==> src/rtl/instruction_decode.sv <==
// rtl/instruction_decode.sv - MIPS decode stage with registered output and one-entry skid buffer
// Optional feature macro: DECODE_ILLEGAL_TRAP_EN (flag unrecognised encodings as illegal)
module instruction_decode #(
  parameter int PC_W = 32
) (
  input  logic            clk,
  input  logic            rst,
  input  logic            in_valid,
  output logic            in_ready,
  input  logic [31:0]     in_instr,
  input  logic [PC_W-1:0] in_pc,
  input  logic            flush,
  output logic            out_valid,
  input  logic            out_ready,
  output logic [PC_W-1:0] out_pc,
  output logic [4:0]      rs,
  output logic [4:0]      rt,
  output logic [4:0]      rd,
  output logic [4:0]      shamt,
  output logic [31:0]     imm_ext,
  output logic [31:0]     jump_target,
  output logic            reg_write,
  output logic            mem_read,
  output logic            mem_write,
  output logic            branch_eq,
  output logic            branch_ne,
  output logic            jump,
  output logic            jump_reg,
  output logic            link,
  output logic            alu_src,
  output logic            mem_to_reg,
  output logic            reg_dst,
  output logic [2:0]      alu_op,
  output logic            illegal
);

  localparam logic [2:0] ALU_ADD = 3'd0;
  localparam logic [2:0] ALU_SUB = 3'd1;
  localparam logic [2:0] ALU_AND = 3'd2;
  localparam logic [2:0] ALU_OR  = 3'd3;
  localparam logic [2:0] ALU_SLT = 3'd4;
  localparam logic [2:0] ALU_SLL = 3'd5;
  localparam logic [2:0] ALU_SRL = 3'd6;
  localparam logic [2:0] ALU_LUI = 3'd7;

  // Output register (OR) and skid register (SR) state
  logic            r_or_valid;
  logic            r_sr_valid;
  logic [31:0]     r_sr_instr;
  logic [PC_W-1:0] r_sr_pc;
  logic [31:0]     r_instr;
  logic [PC_W-1:0] r_pc;
  logic [31:0]     r_imm_ext;
  logic [10:0]     r_ctrl;
  logic [2:0]      r_alu_op;
  logic            r_illegal;

  // Handshake and steering
  logic            w_accept;
  logic            w_or_free;
  logic            w_load_or;
  logic [31:0]     w_src_instr;
  logic [PC_W-1:0] w_src_pc;

  // Decoder results
  logic [5:0]  w_op;
  logic [5:0]  w_funct;
  logic        w_reg_write;
  logic        w_mem_read;
  logic        w_mem_write;
  logic        w_branch_eq;
  logic        w_branch_ne;
  logic        w_jump;
  logic        w_jump_reg;
  logic        w_link;
  logic        w_alu_src;
  logic        w_mem_to_reg;
  logic        w_reg_dst;
  logic [2:0]  w_alu_op;
  logic        w_zext;
  logic        w_trap;
  logic [31:0] w_imm_ext;
  logic [10:0] w_ctrl;

  assign in_ready  = !r_sr_valid;
  assign w_accept  = in_valid && !r_sr_valid;
  assign w_or_free = !r_or_valid || out_ready;
  // A held SR entry always has priority over the input: in_ready is low while SR is full.
  assign w_load_or = !flush && w_or_free && (r_sr_valid || w_accept);

  assign w_src_instr = r_sr_valid ? r_sr_instr : in_instr;
  assign w_src_pc    = r_sr_valid ? r_sr_pc    : in_pc;
  assign w_op        = w_src_instr[31:26];
  assign w_funct     = w_src_instr[5:0];

  // Decode the selected instruction into control signals; unlisted encodings stay all-zero/ADD
  always_comb begin
    w_reg_write  = 1'b0;
    w_mem_read   = 1'b0;
    w_mem_write  = 1'b0;
    w_branch_eq  = 1'b0;
    w_branch_ne  = 1'b0;
    w_jump       = 1'b0;
    w_jump_reg   = 1'b0;
    w_link       = 1'b0;
    w_alu_src    = 1'b0;
    w_mem_to_reg = 1'b0;
    w_reg_dst    = 1'b0;
    w_alu_op     = ALU_ADD;
    w_zext       = 1'b0;
    w_trap       = 1'b0;
    case (w_op)
      6'b000000: begin
        w_reg_dst   = 1'b1;
        w_reg_write = 1'b1;
        case (w_funct)
          6'b100000: w_alu_op = ALU_ADD;
          6'b100010: w_alu_op = ALU_SUB;
          6'b100100: w_alu_op = ALU_AND;
          6'b100101: w_alu_op = ALU_OR;
          6'b101010: w_alu_op = ALU_SLT;
          6'b000000: w_alu_op = ALU_SLL;
          6'b000010: w_alu_op = ALU_SRL;
          6'b001000: begin
            w_jump_reg  = 1'b1;
            w_reg_write = 1'b0;
          end
          default: begin
            w_reg_dst   = 1'b0;
            w_reg_write = 1'b0;
`ifdef DECODE_ILLEGAL_TRAP_EN
            w_trap      = 1'b1;
`endif
          end
        endcase
      end
      6'b100011: begin
        w_alu_src    = 1'b1;
        w_mem_read   = 1'b1;
        w_mem_to_reg = 1'b1;
        w_reg_write  = 1'b1;
      end
      6'b101011: begin
        w_alu_src   = 1'b1;
        w_mem_write = 1'b1;
      end
      6'b000100: begin
        w_branch_eq = 1'b1;
        w_alu_op    = ALU_SUB;
      end
      6'b000101: begin
        w_branch_ne = 1'b1;
        w_alu_op    = ALU_SUB;
      end
      6'b001000: begin
        w_alu_src   = 1'b1;
        w_reg_write = 1'b1;
      end
      6'b001100: begin
        w_alu_src   = 1'b1;
        w_reg_write = 1'b1;
        w_alu_op    = ALU_AND;
        w_zext      = 1'b1;
      end
      6'b001101: begin
        w_alu_src   = 1'b1;
        w_reg_write = 1'b1;
        w_alu_op    = ALU_OR;
        w_zext      = 1'b1;
      end
      6'b001010: begin
        w_alu_src   = 1'b1;
        w_reg_write = 1'b1;
        w_alu_op    = ALU_SLT;
      end
      6'b001111: begin
        w_alu_src   = 1'b1;
        w_reg_write = 1'b1;
        w_alu_op    = ALU_LUI;
      end
      6'b000010: w_jump = 1'b1;
      6'b000011: begin
        w_jump      = 1'b1;
        w_link      = 1'b1;
        w_reg_write = 1'b1;
      end
      default: begin
`ifdef DECODE_ILLEGAL_TRAP_EN
        w_trap = 1'b1;
`endif
      end
    endcase
  end

  assign w_imm_ext = w_zext ? {16'h0000, w_src_instr[15:0]}
                            : {{16{w_src_instr[15]}}, w_src_instr[15:0]};

  // A trapped instruction must never write state, whatever the table produced
  assign w_ctrl = {w_reg_write & ~w_trap, w_mem_read & ~w_trap, w_mem_write & ~w_trap,
                   w_branch_eq, w_branch_ne, w_jump, w_jump_reg, w_link,
                   w_alu_src, w_mem_to_reg & ~w_trap, w_reg_dst};

  // Valid bits and skid capture; flush wins over every capture and drain
  always_ff @(posedge clk or negedge rst) begin
    if (!rst) begin
      r_or_valid <= 1'b0;
      r_sr_valid <= 1'b0;
      r_sr_instr <= '0;
      r_sr_pc    <= '0;
    end else if (flush) begin
      r_or_valid <= 1'b0;
      r_sr_valid <= 1'b0;
    end else if (w_or_free) begin
      r_or_valid <= r_sr_valid || w_accept;
      r_sr_valid <= 1'b0;
    end else if (w_accept) begin
      r_sr_valid <= 1'b1;
      r_sr_instr <= in_instr;
      r_sr_pc    <= in_pc;
    end
  end

  // Decoded bundle register; holds while stalled
  always_ff @(posedge clk or negedge rst) begin
    if (!rst) begin
      r_instr   <= '0;
      r_pc      <= '0;
      r_imm_ext <= '0;
      r_ctrl    <= '0;
      r_alu_op  <= ALU_ADD;
      r_illegal <= 1'b0;
    end else if (w_load_or) begin
      r_instr   <= w_src_instr;
      r_pc      <= w_src_pc;
      r_imm_ext <= w_imm_ext;
      r_ctrl    <= w_ctrl;
      r_alu_op  <= w_alu_op;
      r_illegal <= w_trap;
    end
  end

  assign out_valid   = r_or_valid;
  assign out_pc      = r_pc;
  assign rs          = r_instr[25:21];
  assign rt          = r_instr[20:16];
  assign rd          = r_instr[15:11];
  assign shamt       = r_instr[10:6];
  assign imm_ext     = r_imm_ext;
  assign jump_target = {r_pc[31:28], r_instr[25:0], 2'b00};
  assign {reg_write, mem_read, mem_write, branch_eq, branch_ne, jump, jump_reg, link,
          alu_src, mem_to_reg, reg_dst} = r_ctrl;
  assign alu_op      = r_alu_op;
  assign illegal     = r_illegal;

endmodule
==> config.mk <==
export PLATFORM = sky130hd
export DESIGN_NAME = instruction_decode
export DESIGN_NICKNAME = d
export VERILOG_FILES = /design/src/rtl/instruction_decode.sv
export SDC_FILE = /design/constraint.sdc
export NUM_CORES = 1
export LEC_CHECK = 0
export CAP_MARGIN = 15
export CORE_UTILIZATION = 44
export CTS_BUF_LIST = sky130_fd_sc_hd__clkbuf_8
export CTS_CLUSTER_DIAMETER = 40
export DETAILED_ROUTE_END_ITERATION = 8
export HOLD_SLACK_MARGIN = 0.1
export PLACE_DENSITY_LB_ADDON = 0.1
export SETUP_SLACK_MARGIN = 0.15
export SLEW_MARGIN = 10
export SYNTH_ARGS = -nofsm -noshare
export SYNTH_HDL_FRONTEND = slang
export SYNTH_SLANG_ARGS = --single-unit
export TNS_END_PERCENT = 30
==> constraint.sdc <==
create_clock -name clk -period 2.12 [get_ports clk]
set_clock_uncertainty 0.1 [all_clocks]
set_input_delay 0.212 -clock clk [delete_from_list [all_inputs] [get_ports clk]]
set_output_delay 0.212 -clock clk [all_outputs]
set_load 0.01 [all_outputs]
==> results of run 1 <==
timing repair:
action | CTS | global route
pin swaps | 0 | 8
setup endpoints to repair | 22 | 61
hold endpoints to repair | 138 | 0
gates cloned | 0 | 2
hold buffers | 1 | 0
buffers inserted | 1 | 6
resized for setup | 1 | 35
cells by family after synthesis:
kind of cell / after synthesis / synth area share (%)
compound gates: 100 / 9.42
xor+xnor: 2 / 0.267
buf+inv: 94 / 9.28
flops: 138 / 52.7
mux: 128 / 20.9
other cells: 1 / 0.0572
simple gates: 110 / 7.35
sequential cells by signal (all words and copies together), names as in the netlist:
signal,count
out_pc,32
r_sr_instr,32
r_sr_pc,32
r_instr,26
r_ctrl,10
alu_op,3
imm_ext,1
out_valid,1
r_sr_valid,1
final cells by class:
class	count	share of cell area, %
Clock inverter	14	1.98
Multi-Input combinational cell	345	28.9
Inverter	3	0.123
Sequential cell	138	37.7
Clock buffer	18	2.70
Tap cell	184	2.51
Timing Repair Buffer	236	26.0
stage by stage:
stage | setup TNS, ns | instance area, um^2 | util [%] | power, mW | setup WS, ns
after floorplan | 0 | 6560 | - | 4.46 | 0.167
after global placement | 0 | 8520 | 58.6 | 5.30 | 0.0149
after detailed placement | 0 | 8520 | 58.6 | 5.38 | 0.00853
after CTS | 0 | 8970 | 61.7 | 7.71 | 0.0663
after global routing | -0.0384 | 9160 | 63.0 | 8.08 | -0.0384
final | 0 | 9160 | 63.0 | 7.66 | 0.00902
power breakdown:
part	leakage, nW	switching [mW]	internal (mW)
combinational	1.85	0.739	1.15
sequential	1.71	0.330	3.14
clock	0.218	1.01	1.30
total	3.78	2.08	5.58
per-layer routing:
| metal | vias up | GRT usage (%) | part of all wire (%) |
|---|---|---|---|
| met3 | 28 | 5.08 | 5.0 |
| met5 | - | 0 | 0 |
| met1 | 2380 | 24.5 | 44 |
| li1 | 2292 | - | - |
| met2 | 143 | 31.7 | 49 |
| met4 | 0 | 8.93 | 2.1 |
how the worst min path moves through the flow:
stage                     startpoint         end  slack [ns]  cells past startpoint
after floorplan                  rst   alu_op[0]       -0.18                      0
final                            rst  r_instr[7]        0.17                      2
after global routing             rst  r_instr[7]        0.21                      2
after CTS                        rst  out_pc[29]        0.16                      2
after detailed placement         rst  r_instr[7]        0.08                      1
after global placement           rst  r_instr[6]        0.08                      1
synthesized netlist by cell type (all sizes together), types with 5 or more instances:
master	number
nor2	11
nand2	74
mux2i	60
o21ai	66
nor3	6
o31ai	5
mux2	68
clkbuf	17
dfrtp	138
buf	74
placed cells by master (no fill, tap or decap), types with 3 or more instances in the layout:
cell type        instances
buf_12                   8
inv_1                    6
o31ai_1                  3
buf_4                   26
dfrtp_1                136
conb_1                   3
o21ai_1                  4
buf_6                    4
o32a_1                   3
mux2i_1                 58
clkdlybuf4s50_1        196
o41ai_1                  3
o21ai_0                 61
a31oi_1                  3
or3_4                    4
nor3_1                   4
nand2_1                 74
clkbuf_8                18
nor2_1                   9
mux2_2                  66
bufinv_16                4
clkinvlp_4               3
worst max-delay path: cells and delay by family (launching register included):
| kind | cells | cell delay, ns |
|---|---|---|
| simple gates | 1 | 0.58 |
| flops | 1 | 0.53 |
| compound gates | 2 | 0.39 |
| mux | 1 | 0.30 |
| buf+inv | 1 | 0.15 |
==> flow_metrics.tcl, run 1 <==
set metrics [dict create \
    outcome "finished, final reports clean" \
    critPathKind "reg -> reg" \
    diodes 0 \
    clkSinkCount 138 \
    place.gp.congestion 0.848 \
    clkTransAtPathRegs_ns 0.07 \
    post-route-period-util_pct 99.6 \
    root_buffer "clkbuf_8" \
    grt_pass1_vias 4708 \
    worst_setup_path_start_kind "register" \
    dp_cells 896 \
    seqCellArea_um2 3460 \
    crit_end "alu_op[2]" \
    async_reset_ff_share_pct 100 \
    antenna_left 0 \
    grt_pass1_wl_um 22900 \
    clkLatencyLatePin_ns 0.45 \
    max_freq_mhz 474 \
    drt-wirelength-per-cell_um 16.1 \
    p_leak_nw 3.78 \
    io_buffers 198 \
    ys_top_cells_by_area "dfrtp_1, mux2_2, mux2i_1" \
    nets 810 \
    ir_drop_uv 499 \
    slowest_stage "or4_4" \
    netlist_area_um2 6550 \
    worst_slew_pin_slew_ns 0.590 \
    slew_headroom_pct 59.6 \
    cp-end-kind "register" \
    synth_warnings 0 \
    drive_above_1_share_pct 21.6 \
    num_io_pins 202 \
    timing.hold.ws_ns 0.171 \
    vias_per_cell 5.16 \
    synth_top_area_share_pct 52.7 \
    maxSlewViolCount 0 \
    cp_max_fo 6 \
    initial_utilization_pct 45.1 \
    hp-class "in -> async" \
    cts_buffers 17 \
    ys_seq_elements 138 \
    drc_errors 0 \
    regToRegEndpoint "alu_op[2]" \
    rsz0062_at_grt "true" \
    synth-main-ff-cell "dfrtp_1" \
    synth.yosys.seq_area_share_pct 52.7 \
    powerDensity_nw_per_um2 837 \
    worstReg2RegStart "r_sr_valid" \
    reg2reg_setup_slack_ns 0.009 \
    arrival_ns 2.39 \
    path_cells "buf_6 -> mux2_4 -> or4_4 -> a2111oi_4 -> o22a_1" \
    yosys.area.top_type "dfrtp_1" \
    critPathRequiredTime_ns 2.40 \
    fin_crit_ns 2.11 \
    routed_wl_um 15100 \
    cts_tree "yes" \
    synth_area_per_cell_um2 11.4 \
    die_h_um 124 \
    report.final.setup_viol 0 \
    synth_edf_count 0 \
    instances_no_fill 938 \
    ff2ff_path_depth 5 \
    cts.path.max_buffers 2 \
    num_rows 44 \
    synthDistinctLibCells 48 \
    multi_input_area_um2 2650 \
    area_delta_synth_final_pct 39.9 \
    grt_max_degree 55 \
    vias 4843 \
    crit_start "r_sr_valid" \
    grt-ovfl-total 0 \
    cts.htree.levels 4 \
    dp_hpwl_um 10300 \
    synthCells 573 \
    hold_violations 0 \
    antenna_found_initial 0 \
    drt-pass1-iter-count 4 \
    critical-path-max-stage-delay_ns 0.58 \
    track_usage_pct 19.6 \
    drv_cap 0 \
    fillers 1217 \
    dieWidth_um 124 \
    die_area_um2 15400 \
    coreArea_um2 14500 \
    drt_iter0_drc 197 \
]
Note: power is estimated with default switching activity, not from simulation.
==> run 2, diff against run 1 <==
--- a/config.mk
+++ b/config.mk
@@ -8,9 +8,7 @@
 export CAP_MARGIN = 15
 export CORE_UTILIZATION = 44
 export CTS_BUF_LIST = sky130_fd_sc_hd__clkbuf_8
-export CTS_CLUSTER_DIAMETER = 40
 export DETAILED_ROUTE_END_ITERATION = 8
-export HOLD_SLACK_MARGIN = 0.1
 export PLACE_DENSITY_LB_ADDON = 0.1
 export SETUP_SLACK_MARGIN = 0.15
 export SLEW_MARGIN = 10
==> results of run 2 <==
Final layout, timing and power as in run 1 (identical DEF).
==> run 3, diff against run 2 <==
--- a/config.mk
+++ b/config.mk
@@ -11,6 +11,7 @@
 export DETAILED_ROUTE_END_ITERATION = 8
 export PLACE_DENSITY_LB_ADDON = 0.1
 export SETUP_SLACK_MARGIN = 0.15
+export SKIP_LAST_GASP = 1
 export SLEW_MARGIN = 10
 export SYNTH_ARGS = -nofsm -noshare
 export SYNTH_HDL_FRONTEND = slang
==> run 3 against run 2 <==
Effect of this change:
- clock power barely moved
- critical endpoint unchanged
- register-to-register slack improved by 0.04 ns
- largest power group unchanged
- clock-buffer cell count did not move
==> flow_metrics.tcl, run 3 (synthesis gave the netlist of run 1 again) <==
set metrics [dict create \
    vias_per_cell 5.16 \
    area_delta_synth_final_pct 39.1 \
    die_area_um2 15400 \
    final_util_pct 62.7 \
    arrival_ns 2.35 \
    root_buffer "clkbuf_8" \
    placed_area_um2 8520 \
    vias 4837 \
    cp-end-kind "register" \
    report.final.setup_viol 0 \
    track_usage_pct 19.6 \
    cp_top_family "simple AND/OR/NAND/NOR gates" \
    grt-ovfl-total 0 \
    grt_pass1_wl_um 22900 \
    layout_common_cells "clkdlybuf4s50_1, dfrtp_1, nand2_1" \
    nets 810 \
    place.gp.congestion 0.848 \
    fin_crit_ns 2.07 \
    dp_cells 896 \
    powerDensity_nw_per_um2 840 \
    critical-path-max-stage-delay_ns 0.58 \
    io_buffers 198 \
    initial_utilization_pct 45.1 \
    slew_headroom_pct 60.8 \
    critPathRequiredTime_ns 2.40 \
    path_buf_inv 1 \
    drt-wirelength-per-cell_um 16.0 \
    drt-pass1-iter-count 4 \
    clkTransAtPathRegs_ns 0.07 \
    power.internal_mw 5.58 \
    hp-class "in -> async" \
    coreArea_um2 14500 \
    outcome "finished, final reports clean" \
    slowest_stage "or4_4" \
    die_h_um 124 \
    worst_slew_pin_slew_ns 0.572 \
    num_io_pins 202 \
    seqCellArea_um2 3460 \
    power.share.sequential_pct 45.3 \
    cts_buffers 17 \
    p_sw_mw 2.08 \
    final_common_cell "clkdlybuf4s50_1" \
    cts.path.max_buffers 2 \
    dp_hpwl_um 10300 \
    grt_max_degree 55 \
    cp_max_fo 6 \
    routed_wl_um 15000 \
    final_cell_area_um2 9110 \
    num_rows 44 \
    p_leak_nw 3.78 \
    hold_violations 0 \
    clkLatencyLatePin_ns 0.44 \
    multi_input_area_um2 2600 \
    worst_setup_path_start_kind "register" \
    drv_cap 0 \
    clock_power_share_pct 30.2 \
    swShare_pct 27.1 \
    path_cells "buf_6 -> mux2_4 -> or4_4 -> a2111oi_4 -> o22a_1" \
    power_mw 7.66 \
    drive_above_1_share_pct 21.0 \
    post-route-period-util_pct 97.6 \
    cts_tree "yes" \
    drc_errors 0 \
    max_freq_mhz 483 \
    grt_pass1_vias 4708 \
    clkSinkCount 138 \
    pwr-share-comb_pct 24.5 \
    antenna_found_initial 0 \
    diodes 0 \
    rsz0062_at_grt "true" \
    ir_drop_uv 500 \
    antenna_left 0 \
    critPathKind "reg -> reg" \
    drt_iter0_drc 185 \
    fillers 1223 \
    instances_no_fill 938 \
    dieWidth_um 124 \
    maxSlewViolCount 0 \
    cts.htree.levels 4 \
]
-- run 3: worst register-to-register path: cells and delay by family (launching register included) --
kind,cells,cell delay [ns]
buf+inv,1,0.15
simple gates,1,0.58
compound gates,2,0.36
flops,1,0.53
mux,1,0.30
-- run 3: metrics by stage --
stage | TNS (ns) | worst slack, ns | hold WS, ns
4_1_cts | 0 | 0.0663 | 0.160
2_1_floorplan | 0 | 0.167 | -0.184
3_5_place_dp | 0 | 0.00853 | 0.0803
6_report | 0 | 0.0509 | 0.175
3_3_place_gp | 0 | 0.0149 | 0.0783
5_1_grt | -0.0216 | -0.0167 | 0.213
-- run 3: what timing repair did --
action / CTS / global route
setup buffers: 1 / 6
hold buffers: 1 / 0
cloned: 0 / 2
setup endpoints to repair: 22 / 61
gates resized for setup: 1 / 21
pin swaps: 0 / 7
endpoints found under the hold margin: 71 / 0
-- run 3: final cells by class --
cell class                 instances  share of cell area (%)
inverter                           3                   0.124
clock inverter                    14                    1.99
clock buffer                      18                    2.72
multi-input combinational        345                    28.6
sequential                       138                    38.0
timing repair buffer             236                    26.1
tap                              184                    2.53
-- run 3: power by group through the flow --
stage / clock, mW / combinational (mW) / sequential (mW)
after floorplan: 0 / 0.930 / 3.53
after global placement: 0 / 1.82 / 3.47
after detailed placement: 0 / 1.87 / 3.51
after CTS: 2.37 / 1.87 / 3.47
after global routing: 2.48 / 2.06 / 3.54
final: 2.31 / 1.88 / 3.47
-- run 3: final timing paths --
kind | end | depth (start not counted) | from | slack [ns]
worst max-delay path | alu_op[2] | 5 | r_sr_valid | 0.05
worst min-delay path | r_instr[7] | 2 | rst | 0.17
worst max register to register | alu_op[2] | 5 | r_sr_valid | 0.05
worst min register to register | r_ctrl[3] | 2 | r_ctrl[3] | 0.38
max in group asynchronous | imm_ext[30] | 3 | rst | 1.07
min in group clk | r_sr_pc[17] | 2 | in_pc[17] | 0.30
-- run 3: metal layers --
| layer | GRT usage, % | routed length (um) |
|---|---|---|
| met1 | 24.5 | 6660 |
| met2 | 31.7 | 7340 |
| met3 | 5.08 | 767 |
| met4 | 8.93 | 268 |
| met5 | 0 | 0 |
